## src/rtl/fg_pkg.sv

```systemverilog
// Shared definitions for the function-generator button controller:
// DDS tuning-word table, edit-field encodings and the update FSM states.
package fg_pkg;

  localparam int WAVE_W      = 2;
  localparam int IDX_W       = 4;
  localparam int FTW_ENTRIES = 10;

  // round(f * 2^32 / 24 MHz) for 100 Hz .. 100 kHz in a 1-2-5 sequence
  localparam logic [31:0] FTW_TABLE [0:FTW_ENTRIES-1] = '{
    32'd17896,   32'd35791,   32'd89478,   32'd178957,  32'd357914,
    32'd894785,  32'd1789570, 32'd3579139, 32'd8947849, 32'd17895697
  };

  localparam logic FIELD_WAVE = 1'b0;
  localparam logic FIELD_FREQ = 1'b1;

  typedef enum logic [1:0] {
    ST_IDLE  = 2'd0,
    ST_LOAD  = 2'd1,
    ST_OFFER = 2'd2
  } fg_state_e;

endpackage

```

## src/rtl/fg_button_ctrl_if.sv

```systemverilog
// Update channel from the button controller to the DDS core:
// offered waveform and tuning word with a valid/ready handshake.
interface fg_button_ctrl_if
  import fg_pkg::*;
#(
  parameter int FTW_W = 32
);
  logic [WAVE_W-1:0] Wave_sel;
  logic [FTW_W-1:0]  Ftw;
  logic              Upd_valid;
  logic              Upd_ready;

  modport master (output Wave_sel, output Ftw, output Upd_valid, input  Upd_ready);
  modport slave  (input  Wave_sel, input  Ftw, input  Upd_valid, output Upd_ready);
endinterface

```

## src/rtl/fg_ftw_rom.sv

```systemverilog
// Combinational frequency-step to tuning-word lookup; out-of-range steps read 0.
module fg_ftw_rom
  import fg_pkg::*;
#(
  parameter int FTW_W = 32
) (
  input  logic [IDX_W-1:0] idx,
  output logic [FTW_W-1:0] ftw
);

  always_comb begin
    ftw = '0;
    if (idx < IDX_W'(FTW_ENTRIES)) begin
      ftw = FTW_W'(FTW_TABLE[idx]);
    end
  end

endmodule

```

## src/rtl/fg_button_ctrl.sv

```systemverilog
// Turns debounced button pulses into waveform / frequency settings and
// delivers each changed setting to the DDS core over valid/ready.
module fg_button_ctrl
  import fg_pkg::*;
#(
  parameter int NUM_WAVES   = 4,
  parameter int NUM_STEPS   = 10,
  parameter int DEFAULT_IDX = 3,
  parameter int FTW_W       = 32
) (
  input  logic              Fg_clk,
  input  logic              Reset,
  input  logic              Btn_mode,
  input  logic              Btn_up,
  input  logic              Btn_down,
  output logic              Edit_field,
  output logic [IDX_W-1:0]  Freq_idx,
  fg_button_ctrl_if.master  upd
);

  logic [WAVE_W-1:0] wave_cur;
  logic [WAVE_W-1:0] wave_nxt;
  logic [IDX_W-1:0]  idx_nxt;
  logic              dirty;
  logic              edit_chg;
  logic              up_ev;
  logic              dn_ev;
  logic              load_en;
  logic [FTW_W-1:0]  rom_ftw;
  fg_state_e         state_q;
  fg_state_e         state_d;

  function automatic logic [WAVE_W-1:0] wrap_wave(input logic [WAVE_W-1:0] w,
                                                  input logic up);
    logic [WAVE_W-1:0] r;
    if (up) r = (w == WAVE_W'(NUM_WAVES - 1)) ? '0 : w + 1'b1;
    else    r = (w == '0) ? WAVE_W'(NUM_WAVES - 1) : w - 1'b1;
    return r;
  endfunction

  function automatic logic [IDX_W-1:0] sat_idx(input logic [IDX_W-1:0] i,
                                               input logic up);
    logic [IDX_W-1:0] r;
    if (up) r = (i == IDX_W'(NUM_STEPS - 1)) ? i : i + 1'b1;
    else    r = (i == '0) ? i : i - 1'b1;
    return r;
  endfunction

  // Simultaneous up and down cancel each other out
  assign up_ev = Btn_up & ~Btn_down;
  assign dn_ev = Btn_down & ~Btn_up;

  always_comb begin
    wave_nxt = wave_cur;
    idx_nxt  = Freq_idx;
    edit_chg = 1'b0;
    if (up_ev || dn_ev) begin
      if (Edit_field == FIELD_WAVE) begin
        wave_nxt = wrap_wave(wave_cur, up_ev);
        edit_chg = 1'b1;
      end else begin
        idx_nxt  = sat_idx(Freq_idx, up_ev);
        edit_chg = (idx_nxt != Freq_idx);
      end
    end
  end

  fg_ftw_rom #(.FTW_W(FTW_W)) u_rom (
    .idx (Freq_idx),
    .ftw (rom_ftw)
  );

  // IDLE also reacts to an edit in flight so LOAD lines up with the register update
  always_comb begin
    state_d = state_q;
    load_en = 1'b0;
    case (state_q)
      ST_IDLE:  if (dirty || edit_chg) state_d = ST_LOAD;
      ST_LOAD: begin
        load_en = 1'b1;
        state_d = ST_OFFER;
      end
      ST_OFFER: if (upd.Upd_ready) state_d = ST_IDLE;
      default:  state_d = ST_IDLE;
    endcase
  end

  assign upd.Upd_valid = (state_q == ST_OFFER);

  always_ff @(posedge Fg_clk) begin
    if (Reset) begin
      state_q      <= ST_IDLE;
      Edit_field   <= FIELD_WAVE;
      wave_cur     <= '0;
      Freq_idx     <= IDX_W'(DEFAULT_IDX);
      dirty        <= 1'b1;
      upd.Wave_sel <= '0;
      upd.Ftw      <= '0;
    end else begin
      state_q    <= state_d;
      Edit_field <= Edit_field ^ Btn_mode;
      wave_cur   <= wave_nxt;
      Freq_idx   <= idx_nxt;
      if (edit_chg)     dirty <= 1'b1;
      else if (load_en) dirty <= 1'b0;
      if (load_en) begin
        upd.Wave_sel <= wave_cur;
        upd.Ftw      <= rom_ftw;
      end
    end
  end

endmodule
```

## src/flat_wrapper.sv

```systemverilog
// flat-port wrapper written by rule: the top's interface ports become plain ports
module fg_button_ctrl_flat import fg_pkg::*;
#(
  parameter int NUM_WAVES   = 4,
  parameter int NUM_STEPS   = 10,
  parameter int DEFAULT_IDX = 3,
  parameter int FTW_W       = 32
)
  (Fg_clk, Reset, Btn_mode, Btn_up, Btn_down, Edit_field, Freq_idx, upd_Wave_sel, upd_Ftw, upd_Upd_valid, upd_Upd_ready);
  fg_button_ctrl_if #(.FTW_W(FTW_W)) upd_i ();
  input  logic Fg_clk;
  input  logic Reset;
  input  logic Btn_mode;
  input  logic Btn_up;
  input  logic Btn_down;
  output logic Edit_field;
  output logic [IDX_W-1:0] Freq_idx;
  output wire logic [$bits(upd_i.Wave_sel)-1:0] upd_Wave_sel;
  output wire logic [$bits(upd_i.Ftw)-1:0] upd_Ftw;
  output wire logic [$bits(upd_i.Upd_valid)-1:0] upd_Upd_valid;
  input wire logic [$bits(upd_i.Upd_ready)-1:0] upd_Upd_ready;
  assign upd_Wave_sel = upd_i.Wave_sel;
  assign upd_Ftw = upd_i.Ftw;
  assign upd_Upd_valid = upd_i.Upd_valid;
  assign upd_i.Upd_ready = upd_Upd_ready;
  fg_button_ctrl #(.NUM_WAVES(NUM_WAVES), .NUM_STEPS(NUM_STEPS), .DEFAULT_IDX(DEFAULT_IDX), .FTW_W(FTW_W)) u_core (.Fg_clk(Fg_clk), .Reset(Reset), .Btn_mode(Btn_mode), .Btn_up(Btn_up), .Btn_down(Btn_down), .Edit_field(Edit_field), .Freq_idx(Freq_idx), .upd(upd_i));
endmodule
```

## config.mk

```make
export PLATFORM = sky130hd
export DESIGN_NAME = fg_button_ctrl_flat
export DESIGN_NICKNAME = d
export VERILOG_FILES = /design/src/rtl/fg_pkg.sv /design/src/rtl/fg_button_ctrl_if.sv /design/src/rtl/fg_ftw_rom.sv /design/src/rtl/fg_button_ctrl.sv /design/src/flat_wrapper.sv
export SDC_FILE = /design/constraint.sdc
export NUM_CORES = 1
export LEC_CHECK = 0
export CAP_MARGIN = 10
export CORE_MARGIN = 2
export CORE_UTILIZATION = 45
export CTS_CLUSTER_DIAMETER = 100
export DETAILED_ROUTE_END_ITERATION = 6
export GPL_ROUTABILITY_DRIVEN = 0
export PLACE_DENSITY = 0.76
export SYNTH_ARGS = -nofsm -noshare
export SYNTH_HDL_FRONTEND = slang
export SYNTH_SLANG_ARGS = --single-unit
```

## constraint.sdc

```tcl
create_clock -name Fg_clk -period 2.15 [get_ports Fg_clk]
set_clock_uncertainty 0.2 [all_clocks]
set_input_delay 0.3225 -clock Fg_clk [delete_from_list [all_inputs] [get_ports Fg_clk]]
set_output_delay 0.3225 -clock Fg_clk [all_outputs]
set_load 0.03 [all_outputs]
```

==> impl_metrics.csv <==
group,metric,value,unit
critical_path,startpoint,"u_core.Freq_idx[0]",
critical_path,cp-start-kind,"flip-flop",
grt,grt_pass1_wl,7169,um
floorplan,ios,46,
route,firstDrtPassIters,4,
floorplan,die-area,0.005007,mm^2
timing,final.period_utilization,97.36,%
critical_path,slowest_stage,"clkdlybuf4s50_1",
clock_tree,cts_setup_buffers,0,
power_and_ir_drop,ir_drop,0.4030,mV
worst_hold_path,min_path_type,"reg -> reg",
critical_path,path_delay_family,"buffers and inverters",
floorplan,die-height,70.76,um
power_and_ir_drop,internal_power,1.502,mW
clock_tree,htreeDepth,2,
power_and_ir_drop,pwr_density_cell,906.5,mW/mm^2
route,via_per_inst,5.230,
critical_path,critPathBufInv,1,
grt,antenna_found_initial,0,
route,drtAntennaViolNets,0,
layout,final_cell_mix,"clkdlybuf4s50_1, dfxtp_1, nand2_1",
critical_path,path_depth,1,
layout,fin_util,58.45,%
logic_synthesis,ys_seq_elements,36,
route,vias,1705,
grt,grt_pass1_vias,1556,
logic_synthesis,synthesis.area,0.002006,mm^2
floorplan,die_w,70.76,um
timing,fmax,0.4777,GHz
timing,hold_viol_final,0,
worst_hold_path,holdCritStartpoint,"u_core.upd.Ftw[23]",
clock_tree,cts_num_sinks,36,
logic_synthesis,yosys_warnings,0,
clock_tree,numCtsBuffers,5,
power_and_ir_drop,seqPwrFrac,36.5,%
route,drtIter0Drc,89,
layout,layout-drive-gt1-share,13.87,%
timing,period_needed,2.093,ns
timing,slew_violations,0,
logic_synthesis,synth-edff-count,0,
placement,dp_hpwl,3087,um
layout,mostFrequentLayoutCell,"clkdlybuf4s50_1",
placement,pre_cts_slack,-0.04179,ns
grt,gr-total-overflow,0,
placement,portBuffers,37,
worst_hold_path,holdPathStages,2,
outcome,outcome,"finished clean",
critical_path,r2r_cells,5,
clock_tree,cts_root_buffer,"clkbuf_8",
critical_path,worst_ep_arrival_time,1.57,ns
logic_synthesis,yosysUniqueCellTypes,52,
power_and_ir_drop,power.share.clock,28.6,%
power_and_ir_drop,netSwitchingPower,788.8,uW
clock_tree,clock_path_buffers,2,
timing,rsz0062_at_grt,"false",
clock_tree,clkLatencyLatePin,0.29,ns
run,cap_viol_max_count,0,
clock_tree,clk_pin_slew,0.07,ns
route,drcViolationCount,0,
critical_path,regToRegSetupSlack,0.17,ns
layout,nNetsFinal,293,
floorplan,rows,24,
critical_path,reg2reg_from,"u_core.Freq_idx[0]",
critical_path,end_kind,"output pin",
critical_path,cp_cell_sequence,"clkdlybuf4s50_1",
power_and_ir_drop,combPwrFrac,34.9,%
route,wire_per_inst,12.81,um
grt,grt_use_total,17.81,%
timing,fin_ws,0.05671,ns
floorplan,start_util,46.38,%
route,routed_wl,4176,um
critical_path,path_class,"reg -> out",
floorplan,coreArea,0.004324,mm^2
placement,postPlaceCellArea,0.002402,mm^2
clock_tree,cts_tree,"yes",
layout,diodes,0,
timing,fin_tns_setup,0,ns
logic_synthesis,syn_inst,232,
grt,grt_max_degree,23,
power_and_ir_drop,swShare,34.43,%
layout,instances_no_fill,326,
placement,placedCellCount,318,
power_and_ir_drop,power.leakage,0.9992,nW
critical_path,cp_slowest_stage_delay,0.74,ns
critical_path,worstPathRequired,1.63,ns
layout,num-fill-cells,413,
timing,finalSetupViolCount,0,
layout,final_area,0.002527,mm^2
logic_synthesis,async_flop_share,0,%
logic_synthesis,ys_seq_area_share,35.93,%
logic_synthesis,ys.flop_type,"dfxtp_1",
layout,area_growth,26.01,%
critical_path,cp_max_fo,17,
logic_synthesis,syn_avg_cell_area,8.645,um^2
## metal layers
metal  GRT usage, %  wire (um)  up-vias
li1               -          -      873
met1          23.21       1922      779
met2          28.45       1977       47
met3          5.271        214        6
met4          5.660         62        0
met5              0          0        -
## cells by family after synthesis
group	share of synthesized area [%]
flops	35.93
compound gates	18.03
mux	0.5614
fa+ha+maj	8.734
simple gates	24.27
other cells	0.1870
buf+inv	10.98
xor+xnor	1.310
## timing repair
action / in CTS / in global routing
resized for setup: 1 / 0
hold buffers: 0 / 0
endpoints found under the setup margin: 1 / 0
## cell type report
cell class | count | area (um^2) | share of cell area (%)
tap | 52 | 65.06 | 2.574
clock buffer | 7 | 96.34 | 3.812
timing repair buffer | 53 | 489.2 | 19.36
sequential | 36 | 721.9 | 28.56
multi-input combinational | 168 | 1091 | 43.17
inverter | 9 | 33.78 | 1.337
clock inverter | 1 | 30.03 | 1.188
## final timing paths
path	to
setup / recovery	Freq_idx[0]
hold / removal	u_core.upd.Ftw[23]
setup reg to reg	u_core.Freq_idx[1]
hold reg to reg	u_core.upd.Ftw[23]
## worst reg2reg max path, delay by kind of cell (launching register included)
family	cells	cell delay, ns
simple gates	1	0.52
flops	1	0.43
fa+ha+maj	1	0.31
compound gates	2	0.29
buf+inv	1	0.12
## through the flow
step	hold WS (ns)	total power, mW
global placement	0.2325	1.646
CTS	0.2536	2.299
detailed placement	0.2450	1.656
global route	0.2720	2.416
finish	0.2492	2.291
floorplan	0.2257	1.400
## sequential cells by signal (all words and copies together) (netlist names)
register	flops
u_core.upd.Ftw	24
u_core.Freq_idx	4
u_core.state_q	2
u_core.dirty	1
u_core.wave_cur	2
u_core.upd.Wave_sel	2
u_core.Edit_field	1
## power by group through the flow
| stage | combinational (mW) | clock [mW] | sequential [mW] |
|---|---|---|---|
| after detailed placement | 0.805 | 0 | 0.851 |
| after floorplan | 0.403 | 0 | 0.997 |
| after global routing | 0.871 | 0.695 | 0.850 |
| final | 0.800 | 0.656 | 0.835 |
| after global placement | 0.797 | 0 | 0.849 |
| after CTS | 0.804 | 0.660 | 0.836 |
## synthesized netlist by cell type, drive strengths merged (3+ instances only)
library cell   n  area (um^2)
o21ai         12        60.06
nand2b         5        33.78
a211o          3        26.28
buf           21        157.7
clkbuf         5        28.77
a21oi         26        133.9
a211oi         8        65.06
nand3         11        55.05
nor3b          4        35.03
nor2b          5        31.28
nand3b         3        22.52
nand2         27        101.4
dfxtp         36        720.7
nor2           9        33.78
or3            3        18.77
and2b          3        25.02
ha            14        175.2
inv            9        33.78
(Power assumes the default switching activity.)
